===== src/rtl/icache.sv =====
// Direct-mapped, read-only instruction cache with same-cycle hits and a
// blocking single-word fill from the memory controller on a miss.
module icache #(
    parameter int SETS  = 16,
    parameter int IDX_W = $clog2(SETS),
    parameter int TAG_W = 32 - IDX_W - 2
) (
    input  logic        CLK,
    input  logic        nRST,
    input  logic        imemREN,
    input  logic [31:0] imemaddr,
    output logic [31:0] imemload,
    output logic        ihit,
    output logic        iREN,
    output logic [31:0] iaddr,
    input  logic [31:0] iload,
    input  logic        iwait
);

    typedef enum logic {IDLE, FILL} state_t;

    state_t            state_q, state_d;
    logic [31:0]       maddr_q, maddr_d;
    logic [SETS-1:0]   valid_q, valid_d;
    logic [TAG_W-1:0]  tag_q  [SETS];
    logic [31:0]       data_q [SETS];

    logic [TAG_W-1:0]  req_tag, fill_tag;
    logic [IDX_W-1:0]  req_idx, fill_idx;
    logic              hit;
    logic              fill_we;
    logic              unused_addr_lsb;

    assign req_tag         = imemaddr[31:IDX_W+2];
    assign req_idx         = imemaddr[IDX_W+1:2];
    assign fill_tag        = maddr_q[31:IDX_W+2];
    assign fill_idx        = maddr_q[IDX_W+1:2];
    assign unused_addr_lsb = ^imemaddr[1:0];
    assign hit = imemREN & valid_q[req_idx] & (tag_q[req_idx] == req_tag);

    // Outputs are gated by nRST so a reset cycle never presents a hit or a
    // memory request, and a fill completing under reset is never installed.
    always_comb begin
        state_d  = state_q;
        maddr_d  = maddr_q;
        valid_d  = valid_q;
        fill_we  = 1'b0;
        ihit     = 1'b0;
        imemload = 32'h0;
        iREN     = 1'b0;
        iaddr    = 32'h0;
        if (nRST) begin
            case (state_q)
                IDLE: begin
                    if (hit) begin
                        ihit     = 1'b1;
                        imemload = data_q[req_idx];
                    end else if (imemREN) begin
                        maddr_d = {imemaddr[31:2], 2'b00};
                        state_d = FILL;
                    end
                end
                FILL: begin
                    iREN  = 1'b1;
                    iaddr = maddr_q;
                    if (!iwait) begin
                        fill_we           = 1'b1;
                        valid_d[fill_idx] = 1'b1;
                        state_d           = IDLE;
                    end
                end
                default: state_d = IDLE;
            endcase
        end
    end

    always_ff @(posedge CLK) begin
        if (!nRST) begin
            state_q <= IDLE;
            maddr_q <= 32'h0;
            valid_q <= '0;
        end else begin
            state_q <= state_d;
            maddr_q <= maddr_d;
            valid_q <= valid_d;
        end
    end

    // Tag and data arrays carry no reset; valid bits alone qualify them.
    always_ff @(posedge CLK) begin
        if (fill_we) begin
            tag_q[fill_idx]  <= fill_tag;
            data_q[fill_idx] <= iload;
        end
    end

endmodule


===== config.mk =====
export PLATFORM = sky130hd
export DESIGN_NAME = icache
export DESIGN_NICKNAME = d
export VERILOG_FILES = /design/src/rtl/icache.sv
export SDC_FILE = /design/constraint.sdc
export NUM_CORES = 1
export LEC_CHECK = 0
export CAP_MARGIN = 20
export CORE_UTILIZATION = 40
export CTS_CLUSTER_DIAMETER = 30
export DETAILED_ROUTE_END_ITERATION = 8
export GPL_TIMING_DRIVEN = 1
export MAX_ROUTING_LAYER = met4
export PLACE_DENSITY = 0.68
export SYNTH_ARGS = -nofsm -noshare
export SYNTH_HDL_FRONTEND = slang
export SYNTH_SLANG_ARGS = --single-unit

===== constraint.sdc =====
create_clock -name CLK -period 7.65 [get_ports CLK]
set_clock_uncertainty 0.05 [all_clocks]
set_input_delay 0.765 -clock CLK [delete_from_list [all_inputs] [get_ports CLK]]
set_output_delay 0.765 -clock CLK [all_outputs]
set_load 0.01 [all_outputs]

# Word-level counts from Yosys, hierarchy flattened
# Memory sizes are Yosys's and may differ from the RTL's.
# Cells that the tools add are included.
# totals
elab_cells	41
in_bits	68
ram_bits	928
memories	2
reg_bits	47
output_inout_bits	66
# classes
n_reduce_logical	3
n_eq_ne	1
order_cmp	3
n_bitwise	6
muxes	23
# mem_list
name	words	width	read_ports	rd_clocked_by_memory_dff	write_ports	line	rtl
data_q	16	32	1	0	1	26	logic [31:0] data_q [SETS];
tag_q	16	26	1	0	1	25	logic [TAG_W-1:0] tag_q [SETS];
# ops
operator	n
two-way mux 32 bit	5
== test 26 bit	1
OR 16 bit	1
two-way mux 1 bit	15
less-than comparator 4 x 5 -> 1 bit, second input constant	2
binary-select mux 1 bit (select 4 bit)	1
demux 1 bit (select 4 bit)	1
>= comparator 4 x 1 -> 1 bit, second input constant	1
inverter 1 bit	3
AND reduction 3 bit	1
AND 1 bit	2
case mux 1 bit (2 select lines)	1
AND reduction 2 bit	1
logical AND 1 bit	1

# Logic depth before layout (Yosys ltp)
# Gate-level depths: netlist (run 1).
# logic_depth
word_depth	7
ltp_mapped	15
depth_no_buf	8

# Worst setup path before layout (run 1)
# No wires, ideal clock.
# synth_path
kind	input port to flip-flop
start	input port nRST
end	memory data_q[11][0], enable pin
path_stages	5
t_arrival_ns	5.938
path_slack_ns	1.102
setup_ns	0.560
t_required_ns	7.040
n_path_buf	1
path_cell_list	clkbuf_1 and2_1 nor2b_1 nand3_1 nor3b_1
# synth_between
elab_chain_len	3
# synth_rtl
element	line	rtl
start: declaration	9	input logic nRST,
two-way mux 1 bit	52	if (nRST) begin
two-way mux 1 bit	91	if (fill_we) begin
two-way mux 1 bit (implied by the code)	93	data_q[fill_idx] <= iload;
end: declaration	26	
# Every way passes these cells.

# Worst setup path after layout (run 1)
# layout_path
start	input port imemaddr[3]
end	output port imemload[19]
# layout_between
elab_chain_len	7
elab_cells_between_ends	10
classes_between	eq/ne: 1; mux: 5; bitwise: 2; memory: 2
# layout_rtl
element	line	rtl
start: declaration	11	input logic [31:0] imemaddr,
branches (longest 4 deep; another with memory read (16 x 26 bit))	n/a	
two-way mux 32 bit (*)	55	if (hit) begin
two-way mux 32 bit (*)	53	case (state_q)
two-way mux 32 bit (*)	52	
end: declaration	12	output logic [31:0] imemload,
# Mark *: on every way between the ends. The select of a mux whose other input is x is not followed.

==> results of run 1 <==
-- worst max-delay path, cell delays in order --
cell	delay [ns]
buf_6	0.71
buf_4	0.54
mux4_2	0.56
mux2i_1	0.19
xor2_1	0.25
nor2_1	0.07
or4_1	0.44
nor4_2	0.33
nand4_4	0.13
buf_4	0.34
nor2b_2	0.18
clkdlybuf4s50_1	0.55
-- cell usage in the layout, fill, tap and decap left out, types with 8 or more instances in the layout --
master           Yosys  layout
a21o_1              16      16
and3_1              33      32
buf_4                8      49
bufinv_16            0      29
clkbuf_1            63      14
clkbuf_16            0     150
clkdlybuf4s50_1      0     124
clkinv_1             0       8
clkinv_2             0      19
clkinv_4             0      17
clkinvlp_4           0      12
dfxtp_1             47      47
edfxtp_1           928     928
inv_6                0      11
mux2i_1             71      71
mux4_1               9       9
mux4_2             246     246
nand2_1             14      14
nand2b_1             9       9
nand3_1             33      33
nand4_1            125     125
nor2_1              20      12
nor2_4               0       8
nor2b_1             13      12
nor2b_2             29      29
xnor2_1             21      21
xor2_1              12      12
-- power by group through the flow --
stage / Combinational (mW) / Sequential (mW) / Clock (mW)
floorplan: 0.364 / 6.08 / 0
global placement: 0.540 / 6.10 / 0
detailed placement: 0.552 / 6.12 / 0
CTS: 0.555 / 6.01 / 7.17
global route: 0.588 / 6.02 / 7.40
finish: 0.551 / 6.01 / 7.08
-- final timing paths --
check | end | slack, ns
worst min register to register | valid_q[15]$_SDFFE_PN0P_ | 0.40
worst min-delay path | valid_q[15]$_SDFFE_PN0P_ | 0.40
worst max register to register | state_q$_SDFF_PN0_ | 4.16
worst max-delay path | imemload[19] | 1.62
-- metrics by stage --
stage | total power [mW] | setup slack [ns]
after detailed placement | 6.67 | 1.58
after floorplan | 6.44 | 1.10
final | 13.6 | 1.62
after CTS | 13.7 | 1.58
after global routing | 14.0 | 1.36
after global placement | 6.65 | 1.64
-- flip-flops by register name, indices dropped and copies added, names as in the netlist --
signal	cells
data_q	512
maddr_q	30
state_q	1
tag_q	416
valid_q	16
-- cell type report --
type                    count  share of cell area
clock buffers             166              0.0820
clock inverters           105              0.0314
inverters                   6            0.000535
multi-input cells         737               0.201
repair buffers            177              0.0354
flip-flops and latches    975               0.616
diodes                      6            0.000321
well taps                1265              0.0338
-- metal layers --
layer	up-vias	routed length [um]	GRT usage
li1	8257	-	-
met1	10500	39200	0.272
met2	995	44200	0.296
met3	151	8170	0.0431
met4	0	1920	0.0593
met5	-	0	-
-- cell families (layout without fill, tap and decap cells) --
logic type,count (synthesis),in the layout,synth area share
DFF,975,975,0.743
muxes,335,335,0.170
and+or+nand+nor,310,310,0.0497
buffers and inverters,136,454,0.0187
AOI/OAI and AO/OA,57,57,0.0113
xor gates and xnor gates,33,33,0.00745
other,1,8,0.0000967
==> impl_results.md, run 1 <==
- Most frequently used cell type in the post-synthesis netlist: edfxtp_1
- Die W: 313 um
- Ys flop type: edfxtp_1
- TNS Setup: 0 ns
- CTS root buf: clkbuf_16
- Worst Hold Depth: 1
- Core region area: 0.0956 sq mm
- Sw Ratio: 0.208
- PwrDens: 292 mW/mm^2
- Synth async-reset ratio: 0
- Share of layout cells above drive strength 1: 0.283
- Grt ovf: 0
- Synth top area share: 0.718
- Layout Cell Area excl Fill: 0.0468 sq mm
- WL/cell: 27.2 um
- Number of distinct library cells after synthesis: 65
- Outcome: completed
- Routed WL: 93.5 mm
- I/O Pins: 134
- Ys Warns: 0
- Fin util: 0.489
- Final layout net count: 2111
- NetSw: 2.84 mW
- Sink Count: 975
- Seq. cell area: 0.0288 sq mm
- Placed Instances: 3160
- Worst R2R Start: tag_q[6][15]$_DFFE_PP_
- Drt pass-1 iters: 5
- Worst-Skew Late Latency: 0.72 ns
- Relative slew slack: 0.229
- Routed Antenna Nets: 0
- Post-Syn Instances: 1847
- Port Buffer Count: 129
- CP startpoint: imemaddr[3]
- # DRC: 0
- Sequential element share of the synthesized area: 0.743
- Vias per cell: 5.80
- EDFF count, synth: 928
- Data required time of the critical path: 6.84 ns
- Internal power: 10.8 mW
- Syn avg cell area: 21.0 sq um
- Post-CTS Setup Inserts: 0
- Final setup violation count: 0
- Total die area: 0.0982 sq mm
- Slew @ Worst Pin: 1.16 ns
- Highest Clock Rate: 166 MHz
- Worst setup SP type: primary input
- Total number of vias: 19.9k
- Iteration-0 DRC Markers: 2210
- Initial Util: 0.406
- Quantity of hold-fixing buffers added after cts: 0
- RSZ-0062 raised after global routing: no
- Tot GR Track Use: 0.198
- Minimum clock period: 6.03 ns
- Synth Register Bits: 975
- Placer congestion estimate: 0.772
- Crit path max fanout: 77
- Largest net degree at the start of global routing: 93
- Clk pin slew, worst setup/hold paths: 0.05 ns
- Reg2Reg Depth: 9
- Commonest cells in the netlist: edfxtp_1 (928), mux4_2 (246), nand4_1 (125)
- Max cap viols: 0
- # resized after CTS: 0
- Htree depth: 4
- Number of global-route vias before repair: 20.6k
- Fill count: 7579
- Area grow syn2layout: 20.6%
- Area contributors post-synth: edfxtp_1 (72%), mux4_2 (14%), dfxtp_1 (2.4%)
- Crit path capture type: primary output
- Total CTS buffers: 146
- Hold_ws: 0.401 ns
- First-pass GRT wire length: 137 mm
- IR drop worst, VDD: 0.189 mV
- Crit path arrival time: 5.21 ns
- Hpwl dp: 48.2 mm
- Slew Limit Fails: 0
- CTS tree: done
- Kind of critical path: primary input to primary output
- Multi-input combinational cell area: 0.00939 sq mm
- Hold path startpoint: valid_q[15]$_SDFFE_PN0P_
- Crit share post-route: 0.788
- Synth area leader: edfxtp_1
- Layout Cells excl Fill: 3437
- Hold Violations, Final: 0
- Clk buf depth: 3
- Mapped cell area: 0.0388 sq mm
- Share of power burned in registers: 0.441
- Hold Path Class: flip-flop to flip-flop
- Leakage power: 15.3 nW
- Comb pwr share: 0.040
- Num rows: 113
- Initial antenna violation count: 5
- Placed Area: 0.0415 sq mm
- Clock power share: 0.519
- Die height: 313 um
Power figures use the tool's default switching activity.
==> run 2: changes to the inputs <==
clock period = 6.3 ns   (was 7.65 ns; I/O delays follow)
==> impl_results.md, run 2 (synthesized netlist as in run 1, its figures left out) <==
- Routed WL: 93.5 mm (about the same)
- Largest net degree at the start of global routing: 98 (+5.4%)
- Post-CTS Setup Inserts: 0 (unchanged)
- # resized after CTS: 0 (unchanged)
- Num rows: 113 (unchanged)
- I/O Pins: 134 (unchanged)
- Hpwl dp: 48.1 mm (-0.22%)
- Hold Path Class: primary input to flip-flop
- Crit share post-route: 0.856
- Number of flip-flops in the largest register: 512 (unchanged)
- Crit path capture type: primary output
- Data required time of the critical path: 5.62 ns (-1.22 ns)
- Most frequent cells in the layout: edfxtp_1 (928), mux4_2 (246), clkbuf_16 (152), nand4_1 (125), clkdlybuf4s50_1 (124)
- Highest Clock Rate: 185 MHz
- Vias per cell: 5.81 (about the same)
- Hold Violations, Final: 0 (unchanged)
- CTS root buf: clkbuf_16
- CTS tree: done
- Drt pass-1 iters: 5 (unchanged)
- Die W: 313 um (unchanged)
- TNS Setup: 0 ns (unchanged)
- Final layout net count: 2121 (+0.47%)
- Iteration-0 DRC Markers: 2322 (+5.1%)
- Initial antenna violation count: 2 (-3)
- Core region area: 0.0956 sq mm (unchanged)
- Total number of vias: 20.0k (+0.23%)
- Crit path max fanout: 67 (-13%)
- Slew @ Worst Pin: 1.08 ns (-0.0779 ns)
- Minimum clock period: 5.39 ns
- Fill count: 7659 (+1.1%)
- Biggest register: data_q
- IR drop worst, VDD: 0.212 mV (+12%)
- Clk buf depth: 3 (unchanged)
- Placed Instances: 3166 (+0.19%)
- Relative slew slack: 0.280 (+0.0502)
- Quantity of hold-fixing buffers added after cts: 0 (unchanged)
- Most common cell after layout, fill and taps aside: edfxtp_1
- Port Buffer Count: 129 (unchanged)
- Number of global-route vias before repair: 20.7k (+0.79%)
- Share of layout cells above drive strength 1: 0.280 (-0.00268)
- Sink Count: 975 (unchanged)
- Layout Cells excl Fill: 3442 (+0.15%)
- Grt ovf: 0 (unchanged)
- Routed Antenna Nets: 0 (unchanged)
- Final setup violation count: 0 (unchanged)
- RSZ-0062 raised after global routing: no
- Clk pin slew, worst setup/hold paths: 0.05 ns (about the same)
- Leakage power: 15.3 nW (-0.31%)
- PwrDens: 343 mW/mm^2 (+18%)
- Slew Limit Fails: 0 (unchanged)
- Outcome: completed
- Die height: 313 um (unchanged)
- Kind of critical path: primary input to primary output
- WL/cell: 27.2 um (-0.12%)
- Worst-Skew Late Latency: 0.72 ns (about the same)
- Total CTS buffers: 148 (+1.4%)
- Area grow syn2layout: 20.2%
- Initial Util: 0.406 (unchanged)
- Total die area: 0.0982 sq mm (unchanged)
- Htree depth: 4 (unchanged)
- Max cap viols: 0 (unchanged)
- Tot GR Track Use: 0.198 (+0.000572)
- Worst setup SP type: primary input
- Top flop regs: data_q (512), tag_q (416), maddr_q (30)
- Placer congestion estimate: 0.806 (+4.4%)
- Crit path arrival time: 4.71 ns (-0.50 ns)
- # DRC: 0 (unchanged)
- First-pass GRT wire length: 138 mm (+0.53%)
-- run 2: cell count changes in the layout (fill, tap and decap cells not counted), sizes merged --
cell and delta:
bufinv -14, clkinv +19, inv +2, diode -5, clkinvlp -5, buf +8
-- run 2: power by group --
part,switching (mW),internal [mW]
logic,0.364,0.303
clock network,2.95,5.09
registers,0.113,7.20
-- run 2: layout make-up --
type | count | area, sq um | share of cell area
clock buffer | 166 | 3890 | 0.0833
inverter | 6 | 25.0 | 0.000537
sequential | 975 | 28800 | 0.618
timing repair buffer | 185 | 1870 | 0.0402
clock inverter | 107 | 1070 | 0.0230
multi-input combinational | 737 | 9390 | 0.201
antenna | 1 | 2.50 | 0.0000537
tap | 1265 | 1580 | 0.0339
-- run 2: worst paths after layout --
check | startpoint | to | slack, ns | cells after the start
setup reg to reg | tag_q[7][12]$_DFFE_PP_ | state_q$_SDFF_PN0_ | 2.94 | 9
hold reg to reg | valid_q[2]$_SDFFE_PN0P_ | valid_q[2]$_SDFFE_PN0P_ | 0.40 | 1
setup / recovery | imemaddr[3] | imemload[29] | 0.91 | 11
hold / removal | imemaddr[2] | maddr_q[2]$_SDFFE_PN0P_ | 0.36 | 3
-- run 2: worst max-delay path: stages --
cell	delay [ns]
buf_6	0.60
mux4_2	0.60
mux2i_1	0.20
mux2i_1	0.16
xor2_1	0.18
nor4_1	0.65
and4_1	0.38
nand4_4	0.15
buf_12	0.25
nor2b_2	0.19
clkdlybuf4s50_1	0.57
-- run 2: per-layer routing --
| layer | global-route usage | vias to the layer above | part of all wire |
|---|---|---|---|
| met5 | - | - | 0 |
| met4 | 0.0666 | 0 | 0.024 |
| met3 | 0.0364 | 191 | 0.083 |
| met2 | 0.291 | 1004 | 0.47 |
| met1 | 0.280 | 10500 | 0.43 |
| li1 | - | 8273 | - |
-- run 2: through the flow --
stage | instance area (sq um) | hold slack, ns | power (mW) | worst slack (ns) | utilization
final | 46600 | 0.357 | 16.0 | 0.907 | 0.488
after CTS | 46600 | 0.355 | 16.1 | 0.893 | 0.488
after global placement | 41600 | 0.377 | 8.07 | 0.955 | 0.436
after floorplan | 38800 | 0.371 | 7.82 | 0.214 | -
after global routing | 46600 | 0.411 | 16.5 | 0.700 | 0.488
after detailed placement | 41600 | 0.385 | 8.10 | 0.938 | 0.436
==> run 3: changes to the inputs <==
CTS_CLUSTER_DIAMETER = not set   (was 30)
==> impl_results.md, run 3 (synthesized netlist as in run 1, its figures left out) <==
- Outcome: completed
- Total number of vias: 19.7k (-1.5%)
- Worst setup SP type: primary input
- Minimum clock period: 5.35 ns (-0.0409 ns)
- Clk pin slew, worst setup/hold paths: 0.06 ns (about the same)
- PwrDens: 304 mW/mm^2 (-11%)
- Most frequent cells in the layout: edfxtp_1 (928), mux4_2 (246), nand4_1 (125), clkdlybuf4s50_1 (124), clkbuf_16 (95)
- Initial antenna violation count: 0 (-2)
- Hold Violations, Final: 0 (unchanged)
- Die height: 313 um (unchanged)
- Final layout net count: 2066 (-2.6%)
- Die W: 313 um (unchanged)
- Share of layout cells above drive strength 1: 0.246 (-0.0337)
- Grt ovf: 0 (unchanged)
- Top flop regs: data_q (512), tag_q (416), maddr_q (30)
- Clk buf depth: 3 (unchanged)
- ANT cells: 0 (-1)
- Data required time of the critical path: 5.62 ns (about the same)
- I/O Pins: 134 (unchanged)
- Kind of critical path: primary input to primary output
- Slew Limit Fails: 0 (unchanged)
- Num rows: 113 (unchanged)
- Leakage power: 14.4 nW (-5.9%)
- Worst Hold Depth: 1 (-2)
- Hpwl dp: 48.1 mm (unchanged)
- IR drop worst, VDD: 0.215 mV (+1.7%)
- Met2 WL post-DR: 43.7 mm (about the same)
- Sink Count: 975 (unchanged)
- Tot GR Track Use: 0.195 (-0.00369)
- Crit path max fanout: 67 (unchanged)
- Hold_ws: 0.398 ns (+0.0410 ns)
- Max cap viols: 0 (unchanged)
- Crit path capture type: primary output
- WL/cell: 27.6 um (+1.7%)
- Hold Path Class: flip-flop to flip-flop
- Wire length on met3: 7.73 mm (about the same)
- Iteration-0 DRC Markers: 2419 (+4.2%)
- Most common cell on crit path: mux2i_1
- TNS Setup: 0 ns (unchanged)
- Most common cell after layout, fill and taps aside: edfxtp_1
- Highest Clock Rate: 187 MHz (+0.76%)
- CP max-delay cell: buf_6
- # DRC: 0 (unchanged)
- Crit share post-route: 0.849 (-0.00648)
- Biggest register: data_q
- First-pass GRT wire length: 135 mm (-1.8%)
- Area grow syn2layout: 15.4%
- RSZ-0062 raised after global routing: no
- Number of global-route vias before repair: 20.0k (-3.5%)
- Initial Util: 0.406 (unchanged)
- Top Metal Used: met4
- Quantity of hold-fixing buffers added after cts: 0 (unchanged)
- Worst-Skew Late Latency: 0.66 ns (-0.06 ns)
- Final setup violation count: 0 (unchanged)
- Vias per cell: 5.89 (+1.5%)
- Relative slew slack: 0.267 (-0.0124)
- Htree depth: 3 (-1)
- # resized after CTS: 0 (unchanged)
- Number of flip-flops in the largest register: 512 (unchanged)
- Routed WL: 92.3 mm (-1.3%)
- Placer congestion estimate: 0.806 (unchanged)
- Fin util: 0.468 (-0.0197)
- Routed Antenna Nets: 0 (unchanged)
- Total die area: 0.0982 sq mm (unchanged)
- CTS root buf: clkbuf_16
- Critical path, cell by cell: buf_6 > mux4_2 > mux2i_1 > mux2i_1 > xor2_1 > nor4_1 > and4_1 > nand4_4 > buf_12 > nor2b_2 > clkdlybuf4s50_1
- WL met1: 39.0 mm (-2.2%)
- Port Buffer Count: 129 (unchanged)
- Drt pass-1 iters: 5 (unchanged)
- Slew @ Worst Pin: 1.10 ns (+0.0185 ns)
- Max stage delay on crit path: 0.64 ns (about the same)
- Total CTS buffers: 94 (-36%)
- Reg2Reg Depth: 9 (unchanged)
- Post-CTS Setup Inserts: 0 (unchanged)
- Crit path arrival time: 4.67 ns (-0.04 ns)
- Core region area: 0.0956 sq mm (unchanged)
- Largest net degree at the start of global routing: 98 (unchanged)
- CTS tree: done
run 3: cell count changes in the layout (fill, tap and decap cells not counted), sizes merged:
cell      before  now
clkbuf       166  116
clkinv        68   41
inv           23   11
bufinv        15   10
clkinvlp       7    2
buf           61   60
diode          1    0
run 3: critical path: cells and delay by family:
kind,cells,cell delay [ns]
xor+xnor,1,0.17
buf+inv,3,1.45
mux,3,0.95
simple gates,4,1.35
run 3: path summary, 6_finish.rpt:
check | start | endpoint | slack (ns)
setup / recovery | imemaddr[3] | imemload[17] | 0.95
hold / removal | valid_q[2]$_SDFFE_PN0P_ | valid_q[2]$_SDFFE_PN0P_ | 0.40
setup reg to reg | tag_q[14][15]$_DFFE_PP_ | state_q$_SDFF_PN0_ | 2.96
hold reg to reg | valid_q[2]$_SDFFE_PN0P_ | valid_q[2]$_SDFFE_PN0P_ | 0.40
run 3: metrics by stage:
step / worst slack, ns / total power [mW] / cells / cell area (sq um)
6_report: 0.948 / 13.6 / 3341 / 44800
5_1_grt: 0.721 / 14.0 / 3341 / 44800
4_1_cts: 0.921 / 13.7 / 3340 / 44700
3_5_place_dp: 0.938 / 8.10 / 3166 / 41600
3_3_place_gp: 0.955 / 8.07 / 3166 / 41600
2_1_floorplan: 0.214 / 7.82 / 1848 / 38800
run 3: cell type report:
| cell class | instances | area [sq um] |
|---|---|---|
| sequential | 975 | 28800 |
| inverter | 6 | 25.0 |
| clock buffer | 116 | 2510 |
| timing repair buffer | 184 | 1850 |
| clock inverter | 58 | 591 |
| fill | 7828 | 50800 |
| tap | 1265 | 1580 |
| multi-input combinational | 737 | 9390 |
run 3: where the power goes:
group	switching, mW	internal, mW
Clock	2.40	3.25
Sequential	0.113	7.19
Combinational	0.364	0.303
Total	2.88	10.7
run 3: routing by layer:
metal | GRT usage | vias to the layer above
li1 | - | 8091
met1 | 0.280 | 10500
met2 | 0.292 | 996
met3 | 0.0318 | 152
met4 | 0.0465 | 0
met5 | - | -
